==> config.mk <==
export PLATFORM = sky130hd
export DESIGN_NAME = branch_resolve_ctrl
export DESIGN_NICKNAME = d
export VERILOG_FILES = /design/src/rtl/branch_resolve_ctrl_pkg.sv /design/src/rtl/branch_resolve_ctrl_plru4.sv /design/src/rtl/branch_resolve_ctrl.sv
export SDC_FILE = /design/constraint.sdc
export NUM_CORES = 1
export LEC_CHECK = 0
export ABC_AREA = 0
export BUFFER_PORTS_ARGS = -buffer_cell sky130_fd_sc_hd__buf_4
export CAP_MARGIN = 30
export CORE_UTILIZATION = 51
export CTS_BUF_LIST = sky130_fd_sc_hd__clkbuf_8
export DETAILED_ROUTE_END_ITERATION = 6
export GPL_TIMING_DRIVEN = 0
export PLACE_DENSITY = 0.88
export SKIP_LAST_GASP = 1
export SYNTH_ARGS = -nofsm -noshare
export SYNTH_HDL_FRONTEND = slang
export SYNTH_HIERARCHICAL = 1
export SYNTH_SLANG_ARGS = --single-unit
==> constraint.sdc <==
create_clock -name clk -period 1.9 [get_ports clk]
set_input_delay 0.285 -clock clk [delete_from_list [all_inputs] [get_ports clk]]
set_output_delay 0.285 -clock clk [all_outputs]
set_load 0.01 [all_outputs]
==> src/rtl/branch_resolve_ctrl_pkg.sv <==
// Shared constants, opcode encodings, FSM states and helpers for branch resolution.
package branch_resolve_ctrl_pkg;

  localparam int PC_W     = 16;
  localparam int NUM_WAYS = 4;

  localparam logic [3:0] OP_JUMP   = 4'b0110;
  localparam logic [3:0] OP_JUMPL  = 4'b0111;
  localparam logic [3:0] OP_JUMPG  = 4'b1000;
  localparam logic [3:0] OP_JUMPE  = 4'b1001;
  localparam logic [3:0] OP_JUMPNE = 4'b1010;

  typedef enum logic [0:0] {
    ST_NORMAL = 1'b0,
    ST_FLUSH  = 1'b1
  } brc_state_e;

  // True for any of the five branch opcodes.
  function automatic logic is_jump(input logic [3:0] op);
    logic r;
    case (op)
      OP_JUMP, OP_JUMPL, OP_JUMPG, OP_JUMPE, OP_JUMPNE: r = 1'b1;
      default:                                          r = 1'b0;
    endcase
    return r;
  endfunction

  // Actual branch direction from opcode and condition flags.
  function automatic logic jump_taken(input logic [3:0] op, input logic lf,
                                      input logic gf, input logic zf);
    logic r;
    case (op)
      OP_JUMP:   r = 1'b1;
      OP_JUMPL:  r = lf;
      OP_JUMPG:  r = gf;
      OP_JUMPE:  r = zf;
      OP_JUMPNE: r = ~zf;
      default:   r = 1'b0;
    endcase
    return r;
  endfunction

  // 16-bit increment that sticks at all-ones.
  function automatic logic [15:0] sat_inc16(input logic [15:0] v);
    logic [15:0] r;
    if (v == 16'hFFFF) r = v;
    else               r = v + 16'd1;
    return r;
  endfunction

endpackage

==> src/rtl/branch_resolve_ctrl_plru4.sv <==
// 4-way tree pseudo-LRU: bit0 picks the half, bit1/bit2 pick within the left/right pair.
module plru4 (
  input  logic       clk,
  input  logic       rst,
  input  logic       touch_en,
  input  logic [3:0] touch_way,
  output logic [3:0] victim
);

  logic [2:0] tree_q;
  logic [2:0] tree_d;

  // Point the tree away from the touched way so it becomes most-recently-used.
  always_comb begin
    tree_d = tree_q;
    if (touch_en) begin
      case (touch_way)
        4'b0001: begin tree_d[0] = 1'b1; tree_d[1] = 1'b1; end
        4'b0010: begin tree_d[0] = 1'b1; tree_d[1] = 1'b0; end
        4'b0100: begin tree_d[0] = 1'b0; tree_d[2] = 1'b1; end
        4'b1000: begin tree_d[0] = 1'b0; tree_d[2] = 1'b0; end
        default: tree_d = tree_q;
      endcase
    end else begin
      tree_d = tree_q;
    end
  end

  // Tree state register; reset selects way 0 as first victim.
  always_ff @(posedge clk) begin
    if (rst) tree_q <= 3'b000;
    else     tree_q <= tree_d;
  end

  // Follow the tree bits down to the least-recently-used leaf.
  always_comb begin
    victim = 4'b0001;
    if (!tree_q[0]) begin
      if (tree_q[1]) victim = 4'b0010;
      else           victim = 4'b0001;
    end else begin
      if (tree_q[2]) victim = 4'b1000;
      else           victim = 4'b0100;
    end
  end

endmodule

==> src/rtl/branch_resolve_ctrl.sv <==
// Tracks fetched instructions to EX, detects branch mispredicts, issues
// flush/redirect and BTB updates, and counts mispredicts.
module branch_resolve_ctrl #(
  parameter int PC_W     = branch_resolve_ctrl_pkg::PC_W,
  parameter int NUM_WAYS = branch_resolve_ctrl_pkg::NUM_WAYS
) (
  input  logic                clk,
  input  logic                rst,
  input  logic                stall,
  input  logic                fetch_valid,
  input  logic [PC_W-1:0]     fetch_pc,
  input  logic                pred_taken,
  input  logic [PC_W-1:0]     pred_target,
  input  logic [NUM_WAYS-1:0] pred_hit_way,
  input  logic [3:0]          ex_opcode,
  input  logic                lflag,
  input  logic                gflag,
  input  logic                zflag,
  input  logic [PC_W-1:0]     ex_target,
  output logic                flush,
  output logic [PC_W-1:0]     redirect_pc,
  output logic                upd_en,
  output logic [NUM_WAYS-1:0] upd_way,
  output logic [PC_W-1:0]     upd_pc,
  output logic [PC_W-1:0]     upd_target,
  output logic                upd_taken,
  output logic [15:0]         mispredict_cnt
);
  import branch_resolve_ctrl_pkg::*;

  typedef struct packed {
    logic                valid;
    logic [PC_W-1:0]     pc;
    logic                pred_taken;
    logic [PC_W-1:0]     pred_target;
    logic [NUM_WAYS-1:0] hit_way;
  } stage_t;

  stage_t d_q, d_d, e_q, e_d;
  brc_state_e state_q, state_d;

  logic                flush_s;
  logic                jump_s, taken_s, resolve_s, mispredict_s;
  logic [3:0]          victim_s;

  logic [PC_W-1:0]     redirect_q, redirect_d;
  logic                upd_en_q, upd_en_d;
  logic [NUM_WAYS-1:0] upd_way_q, upd_way_d;
  logic [PC_W-1:0]     upd_pc_q, upd_pc_d;
  logic [PC_W-1:0]     upd_target_q, upd_target_d;
  logic                upd_taken_q, upd_taken_d;
  logic [15:0]         cnt_q, cnt_d;

  // Classify EX and decide mispredict; wrong-path E is never resolved during FLUSH.
  always_comb begin
    jump_s       = is_jump(ex_opcode);
    taken_s      = jump_taken(ex_opcode, lflag, gflag, zflag);
    resolve_s    = e_q.valid && !stall && (state_q == ST_NORMAL);
    mispredict_s = 1'b0;
    if (resolve_s) begin
      if (jump_s) begin
        mispredict_s = (taken_s != e_q.pred_taken) ||
                       (taken_s && (e_q.pred_target != ex_target));
      end else begin
        mispredict_s = e_q.pred_taken;
      end
    end else begin
      mispredict_s = 1'b0;
    end
  end

  // FSM state register.
  always_ff @(posedge clk) begin
    if (rst) state_q <= ST_NORMAL;
    else     state_q <= state_d;
  end

  // FSM next state: a mispredict buys exactly one FLUSH cycle.
  always_comb begin
    state_d = state_q;
    case (state_q)
      ST_NORMAL: begin
        if (mispredict_s) state_d = ST_FLUSH;
        else              state_d = ST_NORMAL;
      end
      ST_FLUSH: state_d = ST_NORMAL;
      default:  state_d = ST_NORMAL;
    endcase
  end

  // FSM output: flush pulse is the FLUSH state itself.
  always_comb begin
    flush_s = 1'b0;
    case (state_q)
      ST_FLUSH:  flush_s = 1'b1;
      ST_NORMAL: flush_s = 1'b0;
      default:   flush_s = 1'b0;
    endcase
  end

  // D/E tracking: flush clears valids even under stall, otherwise advance when not stalled.
  always_comb begin
    d_d = d_q;
    e_d = e_q;
    if (flush_s) begin
      d_d.valid       = 1'b0;
      d_d.pc          = fetch_pc;
      d_d.pred_taken  = pred_taken;
      d_d.pred_target = pred_target;
      d_d.hit_way     = pred_hit_way;
      e_d.valid       = 1'b0;
    end else if (!stall) begin
      d_d.valid       = fetch_valid;
      d_d.pc          = fetch_pc;
      d_d.pred_taken  = pred_taken;
      d_d.pred_target = pred_target;
      d_d.hit_way     = pred_hit_way;
      e_d             = d_q;
    end else begin
      d_d = d_q;
      e_d = e_q;
    end
  end

  // Redirect, BTB update and counter next values; data holds when idle.
  always_comb begin
    redirect_d   = redirect_q;
    upd_pc_d     = upd_pc_q;
    upd_target_d = upd_target_q;
    upd_taken_d  = upd_taken_q;
    upd_way_d    = upd_way_q;
    upd_en_d     = resolve_s && (jump_s || (e_q.hit_way != {NUM_WAYS{1'b0}}));
    if (mispredict_s) begin
      if (taken_s) redirect_d = ex_target;
      else         redirect_d = e_q.pc + {{(PC_W-1){1'b0}}, 1'b1};
    end else begin
      redirect_d = redirect_q;
    end
    if (upd_en_d) begin
      upd_pc_d     = e_q.pc;
      upd_target_d = ex_target;
      upd_taken_d  = jump_s ? taken_s : 1'b0;
      if (e_q.hit_way != {NUM_WAYS{1'b0}}) upd_way_d = e_q.hit_way;
      else                                 upd_way_d = victim_s;
    end else begin
      upd_way_d = upd_way_q;
    end
    if (flush_s) cnt_d = sat_inc16(cnt_q);
    else         cnt_d = cnt_q;
  end

  // Pipeline tracking and result registers; reset wins over stall and pending pulses.
  always_ff @(posedge clk) begin
    if (rst) begin
      d_q          <= '0;
      e_q          <= '0;
      redirect_q   <= {PC_W{1'b0}};
      upd_en_q     <= 1'b0;
      upd_way_q    <= {NUM_WAYS{1'b0}};
      upd_pc_q     <= {PC_W{1'b0}};
      upd_target_q <= {PC_W{1'b0}};
      upd_taken_q  <= 1'b0;
      cnt_q        <= 16'h0000;
    end else begin
      d_q          <= d_d;
      e_q          <= e_d;
      redirect_q   <= redirect_d;
      upd_en_q     <= upd_en_d;
      upd_way_q    <= upd_way_d;
      upd_pc_q     <= upd_pc_d;
      upd_target_q <= upd_target_d;
      upd_taken_q  <= upd_taken_d;
      cnt_q        <= cnt_d;
    end
  end

  // Touch the way as the update is issued so back-to-back resolutions see fresh LRU.
  plru4 u_plru (
    .clk       (clk),
    .rst       (rst),
    .touch_en  (upd_en_d),
    .touch_way (upd_way_d),
    .victim    (victim_s)
  );

  assign flush          = flush_s;
  assign redirect_pc    = redirect_q;
  assign upd_en         = upd_en_q;
  assign upd_way        = upd_way_q;
  assign upd_pc         = upd_pc_q;
  assign upd_target     = upd_target_q;
  assign upd_taken      = upd_taken_q;
  assign mispredict_cnt = cnt_q;

endmodule

==> impl_results.md <==
- Initial antenna violation count: 0
- Finish-stage setup viols: 2
- CTS Sinks: 150
- Peak Freq: 516.3 MHz
- Via count: 6050
- Minimum clock period: 1.937 ns
- Synth Warn #: 6
- Grt peak-use layer: met2
- Top delay family on crit path: compound AO/OA/AOI/OAI gates
- M3 GR Usage: 6.156%
- Ordered cell list for the critical path: nor4_4, a31o_4, buf_6, nand2_1, o21ai_4, xor2_1, a21oi_1, a211oi_1
- CTS tree: built
- RSZ-0062 raised after global routing: yes
- Clock root buffer: clkbuf_8
- Failing checks: design-rule violations, negative setup slack
- Layout cells sized above 1: 22.50%
- Power Density: 798.3 nW/µm²
- Mapped Area: 6188 µm²
- First-pass GRT wire length: 26830 µm
- Drt first pass iters: 7
- Worst R2R Start: e_q[2]$_SDFFE_PP0P_
- Die width: 112.2 µm
- Grt ovf: 0
- CTS H-tree depth: 4
- Flops & latches, synth: 150
- Die ar.: 12580 µm²
- Final WL: 17610 µm
- Area delta synth->final: 28.69%
- Clk_lat worst skew: 0.46 ns
- Post-synthesis cell type count: 45
- Worst Tran Pin Value: 0.6967 ns
- FF+latch area: 3013 µm²
- GPL Wtd Cong: 0.9251
- Initial DRC count: 611
- Num rows: 39
- VDD IR max: 407.7 µV
- Wire length per cell: 16.09 µm
- Fin Hold WS: 0.06984 ns
- Crit path kind: reg2reg
- ANT cells: 0
- Vert. Die Dim: 112.2 µm
- Vias/cell: 5.530
- Hold Vio Cnt, Final: 0
- Clk pin slew, worst setup/hold paths: 0.08 ns
- Crit Path Max Fanout: 10
- DP Wirelength: 12190 µm
- Nature of the critical path endpoint: register
- Final Max Slew Viols: 0
- Met1 usage: 35.38%
- Critical path arrival: 2.31 ns
- Initial Utilization: 53.29%
- Synth Net Count: 849
- TritonCTS Buffers: 17
- Crit path largest cell delay: 0.38 ns
- Worst Min Path Start: rst
- Critical path required time: 2.27 ns
- Critical Path Source: e_q[2]$_SDFFE_PP0P_
- IO Port Bufs: 133
- Post-synth EDFFs: 0
- Ys flop type: dfxtp_1
- Clk_skew: 0.01329 ns
- Mapped Avg Cell Area: 7.903 µm²
- Met2 Use GR: 43.69%
- Sequential area share after synthesis: 48.52%
- Total GRT Usage: 27.24%
- Pin count of the biggest net entering global routing: 17
- FFs w/ async S/R, synth: 0%
- Number of remaining DRC errors: 12
- MaxCap Viol Count: 0
- # hold bufs at CTS: 0
- Leakage power: 0.003055 µW
- Core Area: 11610 µm²
- Final WS setup: -0.03680 ns
- Outcome: complete, but fails checks
- Highest-delay cell along the critical path: nor4_4
- Worst Hold Class: in2reg
- Final Cycle Share: 101.9%
- Worst slack, placed: -0.4989 ns
- Fillers: 918
- Startpoint types: register
- Footprint of the multi-input gates: 3088 µm²
- Num ports: 135
- Rel. slew slack: 53.56%
- Max clock buf depth: 2
- Post-synthesis cell count: 783
- CP Buf/Inv Count: 1
- # nets final: 1004
- Vias in the first global route: 5462
- Routed Antenna Nets: 0
power by group:
group	internal (µW)	leakage [µW]	switching, µW
Combinational	221	0.00164	315
Sequential	3220	0.00122	63.5
Clock	1300	0.000195	1240
kinds of logic after synthesis:
family	synth area share, %
AOI/OAI and AO/OA	16.13
adders and majority gates	0.4043
xor gates and xnor gates	6.369
and+or+nand+nor	23.92
DFF	48.52
muxes	1.051
buffers and inverters	3.599
flip-flops by register name (all words and copies together) (netlist names):
name	count
d_q	38
e_q	38
mispredict_cnt	16
redirect_pc	16
state_q	1
u_plru/tree_q	3
upd_en	1
upd_pc	16
upd_taken	1
upd_target	16
upd_way	4
final timing paths:
kind	end	slack, ns	cells after the start
worst max-delay path	u_plru/tree_q[0]$_SDFFE_PP0P_	-0.04	8
worst min-delay path	u_plru/tree_q[0]$_SDFFE_PP0P_	0.07	2
worst max register to register	u_plru/tree_q[0]$_SDFFE_PP0P_	-0.04	8
worst min register to register	upd_pc[13]$_SDFFE_PP0P_	0.45	2
Yosys cell counts (2+ instances only):
library cell,number,area share [%]
dfxtp_1,150,49
and3_1,5,0.51
o2111ai_1,4,0.57
and2_1,2,0.20
and4_1,3,0.42
o22ai_1,2,0.20
a41oi_2,2,0.53
nand4_1,6,0.61
ha_1,2,0.40
o21ai_0,23,1.9
or3_1,4,0.40
or2_2,3,0.30
nor4_1,7,0.71
mux2i_1,5,0.81
nor2_1,32,1.9
buf_2,4,0.32
buf_1,5,0.30
nand3_1,21,1.7
nor3_1,9,0.73
inv_1,7,0.42
xnor2_1,27,3.8
a21oi_1,137,11
o41ai_1,3,0.42
clkbuf_1,41,2.5
xor2_1,18,2.5
nor2b_1,9,0.91
nand2_1,233,14
a211oi_1,2,0.24
metal layers:
metal,wire length [µm],vias up
met5,0,-
met4,558,0
met3,1637,48
met2,8021,293
met1,7388,2768
li1,-,2941
cell type report:
class,count,share of cell area [%]
tap,143,2.247
timing repair buffer,139,13.10
clock inverter,15,2.231
buffer,47,2.435
multi-input combinational,575,38.77
clock buffer,17,2.938
sequential,150,37.83
inverter,8,0.4399
per-stage QoR:
step | std cells | cell area [µm²] | setup TNS [ns] | utilization, % | power, µW
floorplan | 783 | 6188 | 0 | - | 3617
global placement | 1059 | 7366 | -7.601 | 63.42 | 3840
detailed placement | 1059 | 7366 | -8.248 | 63.42 | 3852
CTS | 1092 | 7858 | 0 | 67.66 | 6342
global route | 1094 | 7964 | -0.2789 | 68.57 | 6571
finish | 1094 | 7964 | -0.03828 | 68.57 | 6357
what timing repair did:
item / CTS / global route
buffers inserted: 1 / 5
gates resized for setup: 21 / 26
pin swaps: 5 / 8
endpoints found under the setup margin: 39 / 28
placed cells by master, fill, tap and decap left out, drive strengths merged, types with 2 or more instances in the layout:
cell and n:
bufinv 3, mux2i 5, o22ai 2, a41oi 2, inv 11, a21oi 137, and3 5, nand3 21
and4 3, buf 147, o21ai 23, nor2b 10, a211oi 2, or3 4, nor3b 2, clkinv 4
and2 3, clkbuf 56, dfxtp 150, o41ai 3, xor2 18, o2111ai 4, xnor2 27, nor2 32
clkinvlp 5, nand4 6, nor3 9, nand2 233, ha 2, nor4 8, or2 3
Note: power is estimated with default switching activity, not from simulation.
